`src/rtl/carpark_pkg.sv`:
```
// Shared definitions for the car-park occupancy block.
//   CNT_W          width of the binary occupancy count
//   SEG_*          active-low seven-segment glyphs, bit order {g,f,e,d,c,b,a}
//   event_t        decoded {exit, enter} pulse pair
//   seg_glyph      BCD digit -> glyph
//   bcd_inc/dec    3-digit BCD increment/decrement with per-digit carry/borrow
package carpark_pkg;

    localparam int CNT_W = 10;

    localparam logic [6:0] SEG_0     = 7'b1000000;
    localparam logic [6:0] SEG_1     = 7'b1111001;
    localparam logic [6:0] SEG_2     = 7'b0100100;
    localparam logic [6:0] SEG_3     = 7'b0110000;
    localparam logic [6:0] SEG_4     = 7'b0011001;
    localparam logic [6:0] SEG_5     = 7'b0010010;
    localparam logic [6:0] SEG_6     = 7'b0000010;
    localparam logic [6:0] SEG_7     = 7'b1111000;
    localparam logic [6:0] SEG_8     = 7'b0000000;
    localparam logic [6:0] SEG_9     = 7'b0010000;
    localparam logic [6:0] SEG_E     = 7'b0000110;
    localparam logic [6:0] SEG_F     = 7'b0001110;
    localparam logic [6:0] SEG_BLANK = 7'b1111111;

    // Encoding is {exit, enter} so the raw pulses can be cast directly.
    typedef enum logic [1:0] {
        EV_NONE = 2'b00,
        EV_IN   = 2'b01,
        EV_OUT  = 2'b10,
        EV_BOTH = 2'b11
    } event_t;

    function automatic logic [6:0] seg_glyph(input logic [3:0] d);
        logic [6:0] g;
        case (d)
            4'd0:    g = SEG_0;
            4'd1:    g = SEG_1;
            4'd2:    g = SEG_2;
            4'd3:    g = SEG_3;
            4'd4:    g = SEG_4;
            4'd5:    g = SEG_5;
            4'd6:    g = SEG_6;
            4'd7:    g = SEG_7;
            4'd8:    g = SEG_8;
            4'd9:    g = SEG_9;
            default: g = SEG_BLANK;
        endcase
        return g;
    endfunction

    function automatic logic [11:0] bcd_inc(input logic [11:0] v);
        logic [3:0] h;
        logic [3:0] t;
        logic [3:0] o;
        {h, t, o} = v;
        if (o == 4'd9) begin
            o = 4'd0;
            if (t == 4'd9) begin
                t = 4'd0;
                h = h + 4'd1;
            end else begin
                t = t + 4'd1;
            end
        end else begin
            o = o + 4'd1;
        end
        return {h, t, o};
    endfunction

    function automatic logic [11:0] bcd_dec(input logic [11:0] v);
        logic [3:0] h;
        logic [3:0] t;
        logic [3:0] o;
        {h, t, o} = v;
        if (o == 4'd0) begin
            o = 4'd9;
            if (t == 4'd0) begin
                t = 4'd9;
                h = h - 4'd1;
            end else begin
                t = t - 4'd1;
            end
        end else begin
            o = o - 4'd1;
        end
        return {h, t, o};
    endfunction

endpackage

```
`src/rtl/carpark_occupancy_seg_scan.sv`:
```
// Multiplexed 4-digit seven-segment driver for the occupancy display.
//   clk, reset   clock, async active-high reset
//   count_bcd    {hundreds, tens, ones}
//   full, err    status shown in the leftmost digit (E beats F)
//   seg          active-low segments {g,f,e,d,c,b,a}
//   an           active-low digit enables, an[0] = rightmost digit
module seg_scan
    import carpark_pkg::*;
#(
    parameter int SCAN_DIV = 100000
) (
    input  logic        clk,
    input  logic        reset,
    input  logic [11:0] count_bcd,
    input  logic        full,
    input  logic        err,
    output logic [6:0]  seg,
    output logic [3:0]  an
);

    localparam int PS_W = $clog2(SCAN_DIV);
    localparam logic [PS_W-1:0] PS_LAST = PS_W'(SCAN_DIV - 1);

    logic [PS_W-1:0] presc;
    logic [1:0]      idx;
    logic [1:0]      idx_nxt;
    logic [6:0]      seg_nxt;
    logic [3:0]      an_nxt;
    logic [3:0]      dig_h;
    logic [3:0]      dig_t;
    logic [3:0]      dig_o;

    assign {dig_h, dig_t, dig_o} = count_bcd;

    // seg and an are both decoded from the next index so they switch on the
    // same edge; no cycle shows one digit's segments on another's anode.
    always_comb begin
        idx_nxt = (presc == PS_LAST) ? idx + 2'd1 : idx;
        seg_nxt = SEG_BLANK;
        case (idx_nxt)
            2'd0: seg_nxt = seg_glyph(dig_o);
            2'd1: seg_nxt = (dig_h == 4'd0 && dig_t == 4'd0) ? SEG_BLANK : seg_glyph(dig_t);
            2'd2: seg_nxt = (dig_h == 4'd0) ? SEG_BLANK : seg_glyph(dig_h);
            2'd3: seg_nxt = err ? SEG_E : (full ? SEG_F : SEG_BLANK);
            default: seg_nxt = SEG_BLANK;
        endcase
        an_nxt = ~(4'b0001 << idx_nxt);
    end

    always_ff @(posedge clk or posedge reset) begin
        if (reset) begin
            presc <= '0;
            idx   <= 2'd0;
            seg   <= SEG_0;
            an    <= 4'b1110;
        end else begin
            presc <= (presc == PS_LAST) ? '0 : presc + 1'b1;
            idx   <= idx_nxt;
            seg   <= seg_nxt;
            an    <= an_nxt;
        end
    end

endmodule

```
`src/rtl/carpark_occupancy.sv`:
```
// Car-park occupancy tracker fed by the gate FSM's one-cycle enter/exit pulses.
//   clk, reset          clock, async active-high reset
//   enter, exit         one-cycle pulses per completed car movement
//   clr_err             synchronous clear of the sticky error flags
//   count, count_bcd    occupancy in binary and BCD {h,t,o}
//   free, full, empty   derived occupancy status
//   err_over, err_under sticky illegal-event flags
//   seg, an             multiplexed seven-segment display
module carpark_occupancy
    import carpark_pkg::*;
#(
    parameter int CAPACITY = 99,
    parameter int SCAN_DIV = 100000
) (
    input  logic             clk,
    input  logic             reset,
    input  logic             enter,
    input  logic             exit,
    input  logic             clr_err,
    output logic [CNT_W-1:0] count,
    output logic [11:0]      count_bcd,
    output logic [CNT_W-1:0] free,
    output logic             full,
    output logic             empty,
    output logic             err_over,
    output logic             err_under,
    output logic [6:0]       seg,
    output logic [3:0]       an
);

    localparam logic [CNT_W-1:0] CAP_V = CNT_W'(CAPACITY);

    event_t           ev;
    logic [CNT_W-1:0] count_nxt;
    logic [11:0]      bcd_nxt;
    logic             set_over;
    logic             set_under;

    assign ev = event_t'({exit, enter});

    // full/empty are registered alongside count, so they describe the
    // current count and can gate the decode directly.
    always_comb begin
        count_nxt = count;
        bcd_nxt   = count_bcd;
        set_over  = 1'b0;
        set_under = 1'b0;
        case (ev)
            EV_IN: begin
                if (full) begin
                    set_over = 1'b1;
                end else begin
                    count_nxt = count + 1'b1;
                    bcd_nxt   = bcd_inc(count_bcd);
                end
            end
            EV_OUT: begin
                if (empty) begin
                    set_under = 1'b1;
                end else begin
                    count_nxt = count - 1'b1;
                    bcd_nxt   = bcd_dec(count_bcd);
                end
            end
            default: ;
        endcase
    end

    always_ff @(posedge clk or posedge reset) begin
        if (reset) begin
            count     <= '0;
            count_bcd <= '0;
            free      <= CAP_V;
            full      <= 1'b0;
            empty     <= 1'b1;
            err_over  <= 1'b0;
            err_under <= 1'b0;
        end else begin
            count     <= count_nxt;
            count_bcd <= bcd_nxt;
            free      <= CAP_V - count_nxt;
            full      <= (count_nxt == CAP_V);
            empty     <= (count_nxt == '0);
            // A new error in the clearing cycle must not be lost.
            err_over  <= set_over  | (err_over  & ~clr_err);
            err_under <= set_under | (err_under & ~clr_err);
        end
    end

    seg_scan #(
        .SCAN_DIV (SCAN_DIV)
    ) u_seg_scan (
        .clk       (clk),
        .reset     (reset),
        .count_bcd (count_bcd),
        .full      (full),
        .err       (err_over | err_under),
        .seg       (seg),
        .an        (an)
    );

endmodule
```
`config.mk`:
```
export PLATFORM = sky130hd
export DESIGN_NAME = carpark_occupancy
export DESIGN_NICKNAME = d
export VERILOG_FILES = /design/src/rtl/carpark_pkg.sv /design/src/rtl/carpark_occupancy_seg_scan.sv /design/src/rtl/carpark_occupancy.sv
export SDC_FILE = /design/constraint.sdc
export NUM_CORES = 1
export LEC_CHECK = 0
export CORE_MARGIN = 3
export CORE_UTILIZATION = 40
export CTS_BUF_LIST = sky130_fd_sc_hd__clkbuf_8
export DETAILED_ROUTE_END_ITERATION = 6
export PLACE_DENSITY = 0.64
export SETUP_SLACK_MARGIN = 0.02
export SYNTH_ARGS = -nofsm -noshare
export SYNTH_HDL_FRONTEND = slang
export SYNTH_SLANG_ARGS = --single-unit
```
`constraint.sdc`:
```
create_clock -name clk -period 2.4 [get_ports clk]
set_input_delay 0.24 -clock clk [delete_from_list [all_inputs] [get_ports clk]]
set_output_delay 0.24 -clock clk [all_outputs]
set_load 0.02 [all_outputs]
```
==> results.toml <==
[power]
max-vdd-ir-drop_mv = 0.721
p_per_area_nw_per_um2 = 1100
p_leak_nw = 2.50

[sta]
hold_violations = 0
fin_ws_ns = 0.0788
period_minus_slack_ns = 2.32
max-slew-margin-rel = 0.648
finalSetupViolCount = 0
finClkSkew_ns = 0.0102
grt_setup_unrepaired = "true"
fmax_mhz = 431
whs_ns = 0.235
finalCritPeriodShare = 0.967
report.final.slew_viol_count = 0
worst_slew_pin_slew_ns = 0.528
fin_tns_setup_ns = 0

[clocking]
insertion_delay_ns = 0.36
cts_buffers = 9
htree_levels = 3
cts_tree = "yes"
hold_buffers = 0
clkTransAtPathRegs_ns = 0.07
cts_root_buf = "clkbuf_8"
cts_sinks = 65
clk_path_buf_depth = 2

[synthesis]
synth_flop_cell = "dfrtp_1"
ys_warn_count = 0
synth_seq_cells = 65
syn_avg_cell_area_um2 = 8.76
synth_top_cell_area_share = 0.315
synth.top_cells.by_count = "56 x dfrtp_1, 43 x nand2_1, 40 x a21oi_1"
yosysMostFrequentCell = "dfrtp_1"
synth_edf_count = 0
synth_area_leaders = "dfrtp_1 31%, ha_1 6.5%, dfstp_2 5.3%"
synth_seq_area_share = 0.368
syn_inst = 508
syn-num-nets = 537
synth.distinct_cells = 72
netlist.top_cell.by_area = "dfrtp_1"
syn_area_um2 = 4450
async_flop_share = 1.00

[floorplanning]
initial_core_util = 0.422
die_area_um2 = 12400
io_pins = 52
fp.dieH_um = 111
rows = 37
core_area_um2 = 10600
die_x_um = 111

[finish]
nets = 637
syn2layout_area_growth_pct = 30.5
n_fill_cell = 976
diodes = 0
drive_above_1_share = 0.209
finalNonFillerCells = 749

[placement]
hpwl_mm = 8.62
io_buffers = 51
dp.cells = 729
place_congestion = 0.907
post-place-ws_ns = -0.432

[critical_path]
critPathMostFrequentCell = "buf_4"
crit_path_end_kind = "flip-flop"
cp_top_family = "buffers and inverters"
cp_slowest_cell = "clkdlybuf4s50_1"
path_class = "in -> reg"
path_max_fanout = 7
cp-start-kind = "primary input"
max_stage_delay_ns = 0.48
worst_ep_arrival_time_ns = 2.61
critical_path_buf_inv_count = 5
path_cells = "clkdlybuf4s50_1 -> inv_1 -> ha_4 -> or3b_1 -> mux2_2 -> o211ai_1 -> buf_4 -> buf_4 -> nor3_2 -> buf_4 -> o311ai_2 -> xor2_1"
cp.required_ns = 2.68

[detailed_routing]
via_per_inst = 5.49
wl_met3_um = 520
wl_met2_mm = 5.84
first_pass_iters = 4
top_layer = "met4"
drt-total-wl_mm = 11.6
wl_met1_mm = 5.01
drcViolationCount = 0
dr.first_iter.drc_count = 178
ant_nets = 0
wl_per_cell_um = 15.5
vias = 4114

[global_routing]
grt_max_degree = 43
grt_antenna_before_repair = 0
grt_pass1_wl_mm = 19.6
grt_pass1_vias = 4011
grt_usage = 0.190
grt-ovfl-total = 0

[flow_run]
cap_violations = 0

[run_status]
status = "complete, no violations"

[min_path]
hold_path_class = "in -> async"
==> layout make-up <==
type	instances	area [um^2]	share of cell area
repair buffers	119	1040	0.179
well taps	136	170	0.0293
clock buffers	11	151	0.0261
flip-flops and latches	65	1640	0.282
inverters	33	124	0.0213
multi-input cells	380	2660	0.458
clock inverters	5	25.0	0.00431
==> state kept, by name (all words and copies together) (netlist names) <==
signal            count
full                  1
u_seg_scan.idx        2
empty                 1
count                 9
u_seg_scan.an         4
free                 10
u_seg_scan.seg        7
err_over              1
count_bcd            12
err_under             1
u_seg_scan.presc     17
==> layer usage <==
layer,track usage,vias up
li1,-,2019
met5,0,-
met3,0.0413,23
met2,0.320,104
met1,0.239,1968
met4,0.0714,0
==> power by group <==
part           total [mW]  switching [mW]  leakage, nW  internal (mW)
clock               0.859           0.439       0.0977          0.420
combinational        3.81            1.97         1.60           1.84
sequential           1.74           0.342        0.803           1.40
==> worst register-to-register path, cell delays in order, from the launching register on <==
cell	delay, ns
dfrtp_1	0.41
or4b_4	0.56
or3_4	0.38
nor2_4	0.23
buf_4	0.19
xnor2_1	0.09
a222oi_1	0.31
==> through the flow <==
step                      power [mW]  area [um^2]   util
after floorplan                 3.96         4460      -
after global placement          5.36         5500  0.521
after detailed placement        5.41         5500  0.521
after CTS                       6.33         5690  0.539
after global routing            6.91         5810  0.550
final                           6.41         5810  0.550
==> worst paths after layout <==
| path | to | from | cells past startpoint | slack, ns |
|---|---|---|---|---|
| max | free[9]$_DFF_PP0_ | enter | 12 | 0.08 |
| min | count_bcd[1]$_DFFE_PP0P_ | reset | 2 | 0.24 |
| max reg2reg | u_seg_scan.seg[3]$_DFF_PP0_ | u_seg_scan.presc[13]$_DFF_PP0_ | 6 | 0.09 |
| min reg2reg | u_seg_scan.presc[8]$_DFF_PP0_ | u_seg_scan.presc[8]$_DFF_PP0_ | 1 | 0.48 |
| max in group asynchronous | u_seg_scan.an[3]$_DFF_PP1_ | reset | 3 | 1.49 |
| min in group clk | u_seg_scan.presc[8]$_DFF_PP0_ | u_seg_scan.presc[8]$_DFF_PP0_ | 1 | 0.48 |
==> cells by family after synthesis <==
kind of cell    synth area share
simple gates               0.228
compound gates             0.192
flops                      0.368
buf+inv                   0.0576
xor+xnor                  0.0512
fa+ha+maj                 0.0692
mux                       0.0340
==> repair_timing <==
action	4_1_cts	5_1_grt
setup buffers	0	4
gates resized for setup	5	17
pin swaps	0	5
endpoints found under the setup margin	6	15
hold endpoints to repair	0	0
==> cells in the final DEF, fill, tap and decap left out, types with 4 or more instances in the layout <==
cell type and n:
inv_1 29, a21oi_1 40, nand2b_1 9, o21ai_0 26, nor2b_1 8, and3_1 10, dfstp_2 9, or3b_1 4
buf_4 66, xor2_1 7, clkdlybuf4s50_1 51, nand4_1 5, and2_1 4, xnor2_1 19, a31oi_1 5, inv_2 4
nor3_1 9, ha_1 19, o21a_1 5, o31ai_1 6, clkbuf_8 11, nand2_1 43, o211ai_1 5, nand3_1 18
dfrtp_1 55, or3_1 5, o21ai_1 6, nand4b_1 4, mux2i_1 8, nor2_1 39
Note: power is estimated with default switching activity, not from simulation.
